### src/rtl/car_pkg.sv
// Shared definitions for the player car controller: road edges, the default
// step size, the Wishbone register offsets and the movement FSM encoding.
// The VGA and road blocks use the same edge constants.
package car_pkg;

    localparam logic [9:0] CAR_X_MIN        = 10'd140;
    localparam logic [9:0] CAR_X_MAX        = 10'd460;
    localparam logic [9:0] CAR_X_CENTRE     = 10'd269;
    localparam logic [3:0] CAR_STEP_DEFAULT = 4'd4;

    // Word offsets, decoded from wb_adr_i[5:2]
    localparam logic [3:0] REG_CTRL   = 4'd0;
    localparam logic [3:0] REG_POS    = 4'd1;
    localparam logic [3:0] REG_STATUS = 4'd2;

    typedef enum logic [1:0] {
        ST_IDLE    = 2'd0,
        ST_MOVE_L  = 2'd1,
        ST_MOVE_R  = 2'd2,
        ST_BLOCKED = 2'd3
    } car_state_t;

    function automatic logic [9:0] clamp_x(input logic [9:0] x,
                                           input logic [9:0] lo,
                                           input logic [9:0] hi);
        if (x < lo)
            return lo;
        else if (x > hi)
            return hi;
        else
            return x;
    endfunction

endpackage

### src/rtl/btn_debounce.sv
// Two-flop synchroniser followed by a stability counter for one pushbutton.
// Ports:
//   clk   - block clock
//   rst   - synchronous active-high reset
//   raw   - asynchronous raw button level
//   level - debounced level; follows raw DEBOUNCE_CYCLES+2 cycles after a
//           change that stays stable for the whole window
module btn_debounce #(
    parameter int unsigned DEBOUNCE_CYCLES = 500000
) (
    input  logic clk,
    input  logic rst,
    input  logic raw,
    output logic level
);

    localparam int unsigned     CNT_W    = $clog2(DEBOUNCE_CYCLES + 1);
    localparam logic [CNT_W-1:0] CNT_LAST = CNT_W'(DEBOUNCE_CYCLES - 1);

    logic             sync1;
    logic             sync2;
    logic [CNT_W-1:0] cnt;

    always_ff @(posedge clk) begin
        if (rst) begin
            sync1 <= 1'b0;
            sync2 <= 1'b0;
            cnt   <= '0;
            level <= 1'b0;
        end else begin
            sync1 <= raw;
            sync2 <= sync1;
            // Any agreeing sample restarts the window
            if (sync2 == level) begin
                cnt <= '0;
            end else if (cnt == CNT_LAST) begin
                level <= sync2;
                cnt   <= '0;
            end else begin
                cnt <= cnt + 1'b1;
            end
        end
    end

endmodule

### src/rtl/player_car_ctrl.sv
// Player car horizontal position controller with a Wishbone slave port.
// Debounced left/right buttons step the car at a fixed cadence inside the road
// edges; the centre button or a CTRL write recentres it; the CPU can read
// position/status, set the step size and force a position.
// Ports:
//   wb_clk_i, wb_rst_i        - clock, synchronous active-high reset
//   wb_cyc_i .. wb_sel_i      - Wishbone slave inputs (adr[5:2] decoded)
//   wb_dat_o, wb_ack_o        - read data (valid with ack), acknowledge
//   btn_left_i/right_i/centre_i - raw asynchronous buttons
//   car_x_o                   - registered car X position
//   car_x_upd_o               - one-cycle pulse the cycle after car_x_o changes
module player_car_ctrl
    import car_pkg::*;
#(
    parameter int unsigned DEBOUNCE_CYCLES = 500000,
    parameter int unsigned STEP_CYCLES     = 833333,
    parameter logic [9:0]  X_MIN           = CAR_X_MIN,
    parameter logic [9:0]  X_MAX           = CAR_X_MAX,
    parameter logic [9:0]  X_CENTRE        = CAR_X_CENTRE,
    parameter logic [3:0]  STEP_DEFAULT    = CAR_STEP_DEFAULT
) (
    input  logic        wb_clk_i,
    input  logic        wb_rst_i,
    input  logic        wb_cyc_i,
    input  logic        wb_stb_i,
    input  logic        wb_we_i,
    input  logic [31:0] wb_adr_i,
    input  logic [31:0] wb_dat_i,
    input  logic [3:0]  wb_sel_i,
    output logic [31:0] wb_dat_o,
    output logic        wb_ack_o,
    input  logic        btn_left_i,
    input  logic        btn_right_i,
    input  logic        btn_centre_i,
    output logic [9:0]  car_x_o,
    output logic        car_x_upd_o
);

    localparam int unsigned      TMR_W    = $clog2(STEP_CYCLES + 1);
    localparam logic [TMR_W-1:0] TMR_LAST = TMR_W'(STEP_CYCLES - 1);

    logic             left_db, right_db, centre_db, centre_q;
    logic             enable;
    logic [3:0]       step_px;
    car_state_t       state, state_next;
    logic [TMR_W-1:0] timer, timer_next;
    logic [9:0]       x_prev, x_next, pos_wr_val, left_x, right_x;
    logic [3:0]       reg_sel;
    logic             wr_en, pos_wr, ctrl_wr, recentre, moving, do_step;
    logic [31:0]      rdata;
    logic             unused_bits;

    btn_debounce #(.DEBOUNCE_CYCLES(DEBOUNCE_CYCLES)) u_db_left (
        .clk(wb_clk_i), .rst(wb_rst_i), .raw(btn_left_i), .level(left_db)
    );
    btn_debounce #(.DEBOUNCE_CYCLES(DEBOUNCE_CYCLES)) u_db_right (
        .clk(wb_clk_i), .rst(wb_rst_i), .raw(btn_right_i), .level(right_db)
    );
    btn_debounce #(.DEBOUNCE_CYCLES(DEBOUNCE_CYCLES)) u_db_centre (
        .clk(wb_clk_i), .rst(wb_rst_i), .raw(btn_centre_i), .level(centre_db)
    );

    assign unused_bits = ^{wb_adr_i[31:6], wb_adr_i[1:0], wb_dat_i[31:17],
                           wb_dat_i[15:12], wb_dat_i[7:1], wb_sel_i[3]};

    assign reg_sel = wb_adr_i[5:2];
    // Writes land on the edge that ends the ack cycle
    assign wr_en   = wb_ack_o & wb_cyc_i & wb_stb_i & wb_we_i;
    assign ctrl_wr = wr_en && (reg_sel == REG_CTRL);
    assign pos_wr  = wr_en && (reg_sel == REG_POS) && (wb_sel_i[0] || wb_sel_i[1]);
    assign recentre = (ctrl_wr && wb_sel_i[2] && wb_dat_i[16]) || (centre_db && !centre_q);

    // POS[9:0] straddles byte lanes 0 and 1; unselected lanes keep current bits
    assign pos_wr_val = clamp_x({wb_sel_i[1] ? wb_dat_i[9:8] : car_x_o[9:8],
                                 wb_sel_i[0] ? wb_dat_i[7:0] : car_x_o[7:0]},
                                X_MIN, X_MAX);

    // 11-bit compares so the edge tests cannot wrap
    assign left_x  = ({1'b0, car_x_o} <= ({1'b0, X_MIN} + {7'b0, step_px}))
                     ? X_MIN : car_x_o - {6'b0, step_px};
    assign right_x = ({1'b0, car_x_o} >= ({1'b0, X_MAX} - {7'b0, step_px}))
                     ? X_MAX : car_x_o + {6'b0, step_px};

    always_comb begin
        state_next = state;
        if (!enable) begin
            state_next = ST_IDLE;
        end else begin
            case (state)
                ST_IDLE: begin
                    if (left_db && right_db)  state_next = ST_BLOCKED;
                    else if (left_db)         state_next = ST_MOVE_L;
                    else if (right_db)        state_next = ST_MOVE_R;
                end
                ST_MOVE_L: begin
                    if (!left_db)             state_next = ST_IDLE;
                    else if (right_db)        state_next = ST_BLOCKED;
                end
                ST_MOVE_R: begin
                    if (!right_db)            state_next = ST_IDLE;
                    else if (left_db)         state_next = ST_BLOCKED;
                end
                default: begin
                    if (!left_db && !right_db) state_next = ST_IDLE;
                    else if (!right_db)        state_next = ST_MOVE_L;
                    else if (!left_db)         state_next = ST_MOVE_R;
                end
            endcase
        end
    end

    // Entering a move state steps at once; staying steps on timer wrap
    always_comb begin
        moving     = (state_next == ST_MOVE_L) || (state_next == ST_MOVE_R);
        do_step    = moving && ((state_next != state) || (timer == TMR_LAST));
        timer_next = '0;
        if (moving && (state_next == state) && (timer != TMR_LAST))
            timer_next = timer + 1'b1;
        x_next = car_x_o;
        if (pos_wr)
            x_next = pos_wr_val;
        else if (recentre)
            x_next = X_CENTRE;
        else if (do_step)
            x_next = (state_next == ST_MOVE_L) ? left_x : right_x;
    end

    always_ff @(posedge wb_clk_i) begin
        if (wb_rst_i) begin
            wb_ack_o    <= 1'b0;
            enable      <= 1'b1;
            step_px     <= STEP_DEFAULT;
            state       <= ST_IDLE;
            timer       <= '0;
            car_x_o     <= X_CENTRE;
            x_prev      <= X_CENTRE;
            car_x_upd_o <= 1'b0;
            centre_q    <= 1'b0;
        end else begin
            wb_ack_o    <= !wb_ack_o && wb_stb_i && wb_cyc_i;
            if (ctrl_wr && wb_sel_i[0]) enable  <= wb_dat_i[0];
            if (ctrl_wr && wb_sel_i[1]) step_px <= wb_dat_i[11:8];
            state       <= state_next;
            timer       <= timer_next;
            car_x_o     <= x_next;
            x_prev      <= car_x_o;
            car_x_upd_o <= (car_x_o != x_prev);
            centre_q    <= centre_db;
        end
    end

    // Read data is only driven during ack so the bus idles at zero
    always_comb begin
        rdata = '0;
        case (reg_sel)
            REG_CTRL: begin
                rdata[0]    = enable;
                rdata[11:8] = step_px;
            end
            REG_POS:    rdata[9:0] = car_x_o;
            REG_STATUS: begin
                rdata[0]   = left_db;
                rdata[1]   = right_db;
                rdata[2]   = centre_db;
                rdata[3]   = (car_x_o == X_MIN);
                rdata[4]   = (car_x_o == X_MAX);
                rdata[6:5] = state;
            end
            default: rdata = '0;
        endcase
        wb_dat_o = wb_ack_o ? rdata : '0;
    end

endmodule

### config.mk
export PLATFORM = sky130hd
export DESIGN_NAME = player_car_ctrl
export DESIGN_NICKNAME = d
export VERILOG_FILES = /design/src/rtl/car_pkg.sv /design/src/rtl/btn_debounce.sv /design/src/rtl/player_car_ctrl.sv
export SDC_FILE = /design/constraint.sdc
export NUM_CORES = 1
export LEC_CHECK = 0
export ABC_AREA = 1
export CAP_MARGIN = 20
export CORE_MARGIN = 1
export CORE_UTILIZATION = 55
export CTS_BUF_LIST = sky130_fd_sc_hd__clkbuf_8 sky130_fd_sc_hd__clkbuf_16
export DETAILED_ROUTE_END_ITERATION = 10
export DONT_BUFFER_PORTS = 1
export PLACE_DENSITY = 0.74
export SYNTH_ARGS = -nofsm -noshare
export SYNTH_HDL_FRONTEND = slang
export SYNTH_SLANG_ARGS = --single-unit
### constraint.sdc
create_clock -name wb_clk_i -period 2.55 [get_ports wb_clk_i]
set_clock_uncertainty 0.15 [all_clocks]
set_input_delay 0.255 -clock wb_clk_i [delete_from_list [all_inputs] [get_ports wb_clk_i]]
set_output_delay 0.255 -clock wb_clk_i [all_outputs]
set_load 0.1 [all_outputs]
==> reports/results.ini, run 1 <==
[sta]
tightestPinTransition_ps=971
fin_tns_setup_ps=0
grt_setup_unrepaired=false
slew_headroom=0.352
max_freq_mhz=411
setup_viol=0
hold_violations=0
finalCriticalPeriod_ps=2430
report.final.slew_viol_count=0
min_period_over_period=0.953

[worst_setup_path]
path_class=reg -> out
r2r_slack_ps=170
setup.worst_path.start_class=flip-flop
critical_path_peak_fanout=9
cp.required_ps=2140
cp-end-kind=output pin
rr_worst_depth=17
rr_startpoint=step_px[2]$_SDFFE_PP1P_
r2r-end=car_x_o[2]$_SDFFE_PP1P_
crit_arrival_ps=2030

[synth]
synth-xor-area-share=0.0467
synth_enable_flop_cells=0
synthesis.area_sq_um=7130
synth-adder-area-share=0.0512
yosys-top-cells-area=dfxtp_1 33%, nand2_1 13%, inv_1 6.8%
synth_top_cell_by_area=dfxtp_1
synth_mux_area_frac=0
yosysSeqAreaShare=0.326
yosys.area.top_type_share=0.326
syn_avg_cell_area_sq_um=6.70
synth_top_family_by_area=simple AND/OR/NAND/NOR gates
yosys.area_share.simple=0.377
synth_cells=1064
postSynth.asyncResetShare=0
synth-main-ff-cell=dfxtp_1
ys_types=50
synth-seq-cells=116
yosysWarnings=0
synth_compound_gate_area_share=0.0868

[min_path]
holdCritStartpoint=wb_sel_i[0]
min_to=enable$_SDFFE_PP1P_
hp-class=in -> reg
hold_path_depth=3

[drt]
dr.pass1.iters=5
routed_wl_mm=18.0
drc=0
routedWlPerCell_um=13.8
num_vias=6914
dr.first_iter.drc_count=554
ant_nets=0
post_drt_via_cell_ratio=5.31

[outcome]
run_status=finished, final reports clean

[clock_tree]
postCtsSetupRepairBufs=0
cts_buffers=17
h-tree-depth=4
cts_tree=done
clockBufferDepth=2
clock-sinks=116
cts_root_buf=clkbuf_16
cts.clk_slew.worst_paths_ps=50
clk_latency_ps=420

[job]
maxCapViolations=0

[global_routing]
antenna_found_initial=0
grt_pass1_vias=6398
grt_pass1_wl_mm=29.5
gr-usage-met2=0.477
globalRouteMet1Util=0.355
grt_use_total=0.283
grt_max_degree=25
grt-busiest-layer=met2
grt-ovfl-total=0
met3_usage=0.0659

[floorplanning]
die_w_um=116
die_area_sq_um=13400
design.portCount=120
die_h_um=116
fp-row-count=41
core_area_sq_um=12600
initial_core_util=0.565

[layout]
syn_to_final_growth_pct=18.2
drive_above_1_share=0.133
fin_cells=1302
diodes=0
fin_nets=1221

[pwr]
p_per_area_nw_per_um2=518
p_leak_uw=0.00350
max-vdd-ir-drop_v=0.000423

[placement]
globalplace.congestion=1.00
io_buffers=0
dp_hpwl_mm=13.1
placedCellCount=1259

power breakdown:
part / switching (uW) / internal (uW) / total, uW / leakage (uW)
Sequential: 5.10 / 1820 / 1830 / 0.000937
Combinational: 211 / 40.9 / 252 / 0.00230
Clock: 876 / 1410 / 2290 / 0.000270
per-layer routing:
metal,vias up,routed length [um]
li1,3503,-
met1,3164,8050
met2,211,8430
met3,36,1080
met4,0,391
met5,-,0
cell usage after synthesis (2+ instances only):
cell type  instances
xnor2_1           14
clkinv_1           2
o211ai_1           3
ha_1              26
fa_1               2
nand4_1           34
nor2_2            12
clkbuf_1           5
a21oi_1           57
nor3_1            32
buf_6              2
a31oi_1            2
o21a_1             2
nor2_1           130
inv_2              5
or2_2             10
inv_1            130
buf_2              9
o21bai_1           3
dfxtp_1          116
nand3_2            6
o21ai_0           36
nand2_1          248
nor3b_1            6
a211oi_1           3
buf_4             22
nand2_2            6
nor2_4             2
nand3_1           84
nand3b_1           6
xor2_1            24
nor4_1             5
and3_1             3
repair_timing:
action	4_1_cts	5_1_grt
endpoints found under the hold margin	30	0
hold buffers	11	0
setup endpoints to repair	1	9
pin swaps	0	2
gates resized for setup	1	6
gates cloned	0	0
state kept, by name (all words and copies together), names as in the netlist, 2 cells and up:
signal           flops
timer               20
u_db_centre.cnt     19
u_db_left.cnt       19
u_db_right.cnt      19
car_x_o             10
x_prev              10
step_px              4
state                2
metrics by stage:
step / area (sq um) / utilization / hold slack, ps / total power (uW) / setup slack, ps
after CTS: 8410 / 0.666 / 20.8 / 4380 / 64.3
after detailed placement: 7730 / 0.612 / 179 / 2100 / 129
after global routing: 8430 / 0.668 / 58.9 / 4480 / 12.1
after global placement: 7730 / 0.612 / 177 / 2100 / 157
after floorplan: 7300 / - / 212 / 2100 / 12.1
final: 8430 / 0.668 / 32.6 / 4370 / 119
how the worst max path moves through the flow:
stage                                  startpoint                       to  slack (ps)  depth (start not counted)
after floorplan               wb_ack_o$_SDFF_PP0_              wb_dat_o[1]          10                          3
after CTS                 car_x_o[5]$_SDFFE_PP0P_              wb_dat_o[4]          60                          7
after global routing      step_px[2]$_SDFFE_PP1P_  car_x_o[2]$_SDFFE_PP1P_          10                         17
after detailed placement  step_px[3]$_SDFFE_PP0P_  car_x_o[2]$_SDFFE_PP1P_         130                         15
after global placement    step_px[3]$_SDFFE_PP0P_  car_x_o[2]$_SDFFE_PP1P_         160                         15
final                     car_x_o[5]$_SDFFE_PP0P_              wb_dat_o[4]         120                          7
placed cells by master (no fill, tap or decap), types with 4 or more instances in the layout:
cell type      Yosys  final
nand2_1          248    248
nand2_2            6      5
clkbuf_16          0     17
buf_12             1     12
dfxtp_1          116    107
a21oi_2            0      4
a21oi_4            1      5
xor2_1            24     24
ha_1              26     26
nor2_2            12     13
nor3_1            32     29
clkinvlp_4         0      5
nor3b_1            6      6
a21oi_1           57     49
inv_2              5      6
nand4_1           34     34
or2_2             10     10
nor3_4             1      4
nand3_2            6      6
nand3_1           84     84
nor4_1             5      5
conb_1             1     20
nor2_1           130    129
o21ai_0           36     36
nand3b_1           6      6
clkinv_2           0      4
buf_4             22     31
xnor2_1           14     14
dlygate4sd3_1      0     11
dfxtp_2            0      9
inv_1            130    129
cell type report:
| cell class | count | area [sq um] |
|---|---|---|
| timing repair buffer | 55 | 594 |
| inverter | 138 | 520 |
| tap | 172 | 215 |
| clock inverter | 12 | 105 |
| fill | 1123 | 4190 |
| clock buffer | 20 | 467 |
| multi-input combinational | 789 | 4190 |
| sequential | 116 | 2330 |
kinds of logic (layout without fill, tap and decap cells):
logic type,after synthesis,count (layout)
xor+xnor,38,38
compound gates,112,112
buf+inv,178,225
flops,116,116
simple gates,591,591
fa+ha+maj,28,28
other cells,1,20
critical path: stages (launching register included):
cell     delay (ps)
dfxtp_1         410
buf_6           260
nor2_2          190
inv_1            80
nor3_1          170
nand3_1         140
a21oi_4         160
buf_12          200
No activity file was read; power rests on OpenSTA's default activity.
==> run 2: changes to the inputs <==
ABC_AREA = unset   (was 1)
PLACE_DENSITY = 0.77   (was 0.74)
clock period = 2.2 ns   (was 2.55 ns; I/O delays follow)
==> run 2 against run 1 <==
The run now ends with negative setup slack left. Synthesized cell count decreased by 28%. Wire length rose by 15%. Combinational power is 16% higher. Largest cell class unchanged. Highest routed layer unchanged.
==> reports/results.ini, run 2 <==
[outcome]
run_status=finished, violations left  ; was finished, final reports clean
failed_checks=negative setup slack

[synth]
synth_top_cell_by_area=dfxtp_1  ; unchanged
yosysWarnings=0  ; unchanged
postSynth.asyncResetShare=0  ; unchanged
yosysSeqAreaShare=0.364  ; was 0.326
yosysMostFrequentCell=dfxtp_1  ; was nand2_1
yosys.area.top_type_share=0.364  ; was 0.326
syn_avg_cell_area_sq_um=8.37  ; was 6.70 sq um
synth-seq-cells=116  ; unchanged
yosys-top-cells-area=dfxtp_1 36%, xor2_1 7.4%, nor2_1 6.5%  ; was dfxtp_1 33%, nand2_1 13%, inv_1 6.8%
synth_enable_flop_cells=0  ; unchanged
synth_cells=762  ; was 1064
synth_commonest_cells=116 x dfxtp_1, 111 x nor2_1, 54 x xor2_1, 53 x nand2_1, 37 x nand3_1  ; was 248 x nand2_1, 130 x inv_1, 130 x nor2_1, 116 x dfxtp_1, 84 x nand3_1
synthesis.area_sq_um=6380  ; was 7130 sq um
synth-main-ff-cell=dfxtp_1  ; unchanged
ys_types=69  ; was 50

[clock_tree]
cts_tree=done  ; unchanged
clockBufferDepth=2  ; unchanged
h-tree-depth=4  ; unchanged
cts_buffers=17  ; unchanged
cts.clk_slew.worst_paths_ps=60  ; was 50 ps
clock-sinks=116  ; unchanged
clk_latency_ps=420  ; about the same
cts_root_buf=clkbuf_16  ; unchanged

[job]
maxCapViolations=0  ; unchanged

[pwr]
p_leak_uw=0.00329  ; was 0.00350 uW
p_per_area_nw_per_um2=590  ; was 518 nW/um^2
power.total_uw=5220  ; was 4370 uW
max-vdd-ir-drop_v=0.000673  ; was 0.000423 V

[layout]
finalCoreUtilization=0.799  ; was 0.668
final_common_cell=nor2_1  ; was nand2_1
multi_input_area_sq_um=4240  ; was 4190 sq um
syn_to_final_growth_pct=38.7  ; was 18.2%
diodes=0  ; unchanged
layout_common_cells=109 x nor2_1, 101 x dfxtp_1, 97 x buf_4  ; was 248 x nand2_1, 129 x inv_1, 129 x nor2_1
seqCellArea_sq_um=2360  ; was 2330 sq um
fillers=645  ; was 1123
fin_nets=1002  ; was 1221
largest_register_ffs=20  ; unchanged
top_register=timer  ; unchanged
fin_area_sq_um=8850  ; was 8430 sq um
drive_above_1_share=0.273  ; was 0.133

[min_path]
hp-class=in -> reg  ; unchanged
holdCritStartpoint=wb_dat_i[3]  ; was wb_sel_i[0]
hold_path_depth=2  ; was 3
min_to=car_x_o[3]$_SDFFE_PP1P_  ; was enable$_SDFFE_PP1P_

[global_routing]
antenna_found_initial=0  ; unchanged
grt_use_total=0.339  ; was 0.283
grt-ovfl-total=0  ; unchanged
grt_max_degree=41  ; was 25
grt_pass1_wl_mm=30.9  ; was 29.5 mm
grt_pass1_vias=6375  ; was 6398

[placement]
dp_hpwl_mm=12.4  ; was 13.1 mm
pre_cts_slack_ps=-411  ; was 129 ps
globalplace.congestion=0.940  ; was 1.00
place_area_sq_um=7470  ; was 7730 sq um
io_buffers=0  ; unchanged

[worst_setup_path]
rr_worst_depth=13  ; was 17
setup.worst_path.start_class=flip-flop  ; unchanged
crit_arrival_ps=2800  ; was 2030 ps
rr_startpoint=step_px[2]$_SDFFE_PP1P_  ; unchanged
r2r_slack_ps=-440  ; was 170 ps
cp-end-kind=flip-flop  ; was output pin
r2r-end=car_x_o[2]$_SDFFE_PP1P_  ; unchanged
critical_path_peak_fanout=3  ; was 9
path_class=reg -> reg  ; was reg -> out
cp.required_ps=2360  ; was 2140 ps

[drt]
drc=0  ; unchanged
num_vias=6436  ; was 6914
routedWlPerCell_um=19.6  ; was 13.8 um
post_drt_via_cell_ratio=6.12  ; was 5.31
ant_nets=0  ; unchanged
routed_wl_mm=20.6  ; was 18.0 mm
dr.pass1.iters=7  ; was 5
dr.first_iter.drc_count=547  ; was 554

[sta]
setup_viol=12  ; was 0
hold_violations=0  ; unchanged
fin_tns_setup_ps=-3850  ; was 0 ps
report.final.slew_viol_count=0  ; unchanged
setup_ws_ps=-439  ; was 119 ps
grt_setup_unrepaired=true  ; was false
max_freq_mhz=379
tightestPinTransition_ps=530  ; was 971 ps
finalCriticalPeriod_ps=2640
slew_headroom=0.643  ; was 0.352
min_period_over_period=1.20

[floorplanning]
design.portCount=120  ; unchanged
core_area_sq_um=11100  ; was 12600 sq um
initial_core_util=0.576  ; was 0.565
fp-row-count=38  ; was 41
die_area_sq_um=12000  ; was 13400 sq um
die_h_um=110  ; was 116 um
die_w_um=110  ; was 116 um

[run 2: area by class of cell]
cell class | instances | share of cell area
sequential | 116 | 0.267
tap | 140 | 0.0198
clock buffer | 20 | 0.0527
timing repair buffer | 143 | 0.151
inverter | 34 | 0.0150
multi-input combinational | 586 | 0.479
clock inverter | 12 | 0.0156
[run 2: what timing repair did]
action	CTS	global route
setup buffers	15	2
pin swaps	38	6
hold endpoints to repair	40	0
gates resized for setup	71	14
setup endpoints to repair	12	31
hold buffers	22	0
[run 2: kinds of logic after synthesis]
family                   synth area share
adder cells (fa/ha/maj)            0.0573
buffers and inverters              0.0588
AO/OA/AOI/OAI                       0.117
other                            0.000588
multiplexers                       0.0141
flip-flops                          0.364
XOR/XNOR                            0.119
AND/OR/NAND/NOR                     0.269
[run 2: how the worst max path moves through the flow]
stage	startpoint	endpoint	slack (ps)	cells past startpoint
after floorplan	car_x_o[0]$_SDFFE_PP1P_	car_x_o[2]$_SDFFE_PP1P_	-340	11
after global placement	step_px[2]$_SDFFE_PP1P_	car_x_o[2]$_SDFFE_PP1P_	-330	10
after detailed placement	step_px[2]$_SDFFE_PP1P_	car_x_o[1]$_SDFFE_PP0P_	-410	13
after CTS	step_px[3]$_SDFFE_PP0P_	car_x_o[2]$_SDFFE_PP1P_	-260	10
after global routing	step_px[0]$_SDFFE_PP0P_	car_x_o[3]$_SDFFE_PP1P_	-530	14
final	step_px[2]$_SDFFE_PP1P_	car_x_o[2]$_SDFFE_PP1P_	-440	13
[run 2: power by group]
group	leakage (uW)	internal (uW)	switching, uW	total [uW]
Clock	0.000311	1850	971	2820
Sequential	0.000942	2100	4.56	2100
Combinational	0.00204	66.0	227	292
[run 2: worst max-delay path, stage by stage, from the launching register on]
cell      delay (ps)
dfxtp_2          360
buf_6            140
ha_4             130
nand2_1           60
nand2_2           90
inv_2             50
ha_4             260
a21oi_2          190
o21bai_2         120
nor2_2           220
nand2_2          130
o22ai_2          220
o31ai_2           80
a221o_1          310
[run 2: per-stage QoR]
| step | std cells | hold slack [ps] |
|---|---|---|
| 5_1_grt | 1051 | 38.5 |
| 3_5_place_dp | 981 | 149 |
| 2_1_floorplan | 781 | 181 |
| 6_report | 1051 | 8.63 |
| 3_3_place_gp | 981 | 145 |
| 4_1_cts | 1049 | 23.9 |
[run 2: per-layer routing]
layer  GRT usage  part of all wire
met1       0.364              0.37
met2       0.597              0.48
met3      0.0919             0.093
met4       0.200             0.058
met5           0                 0
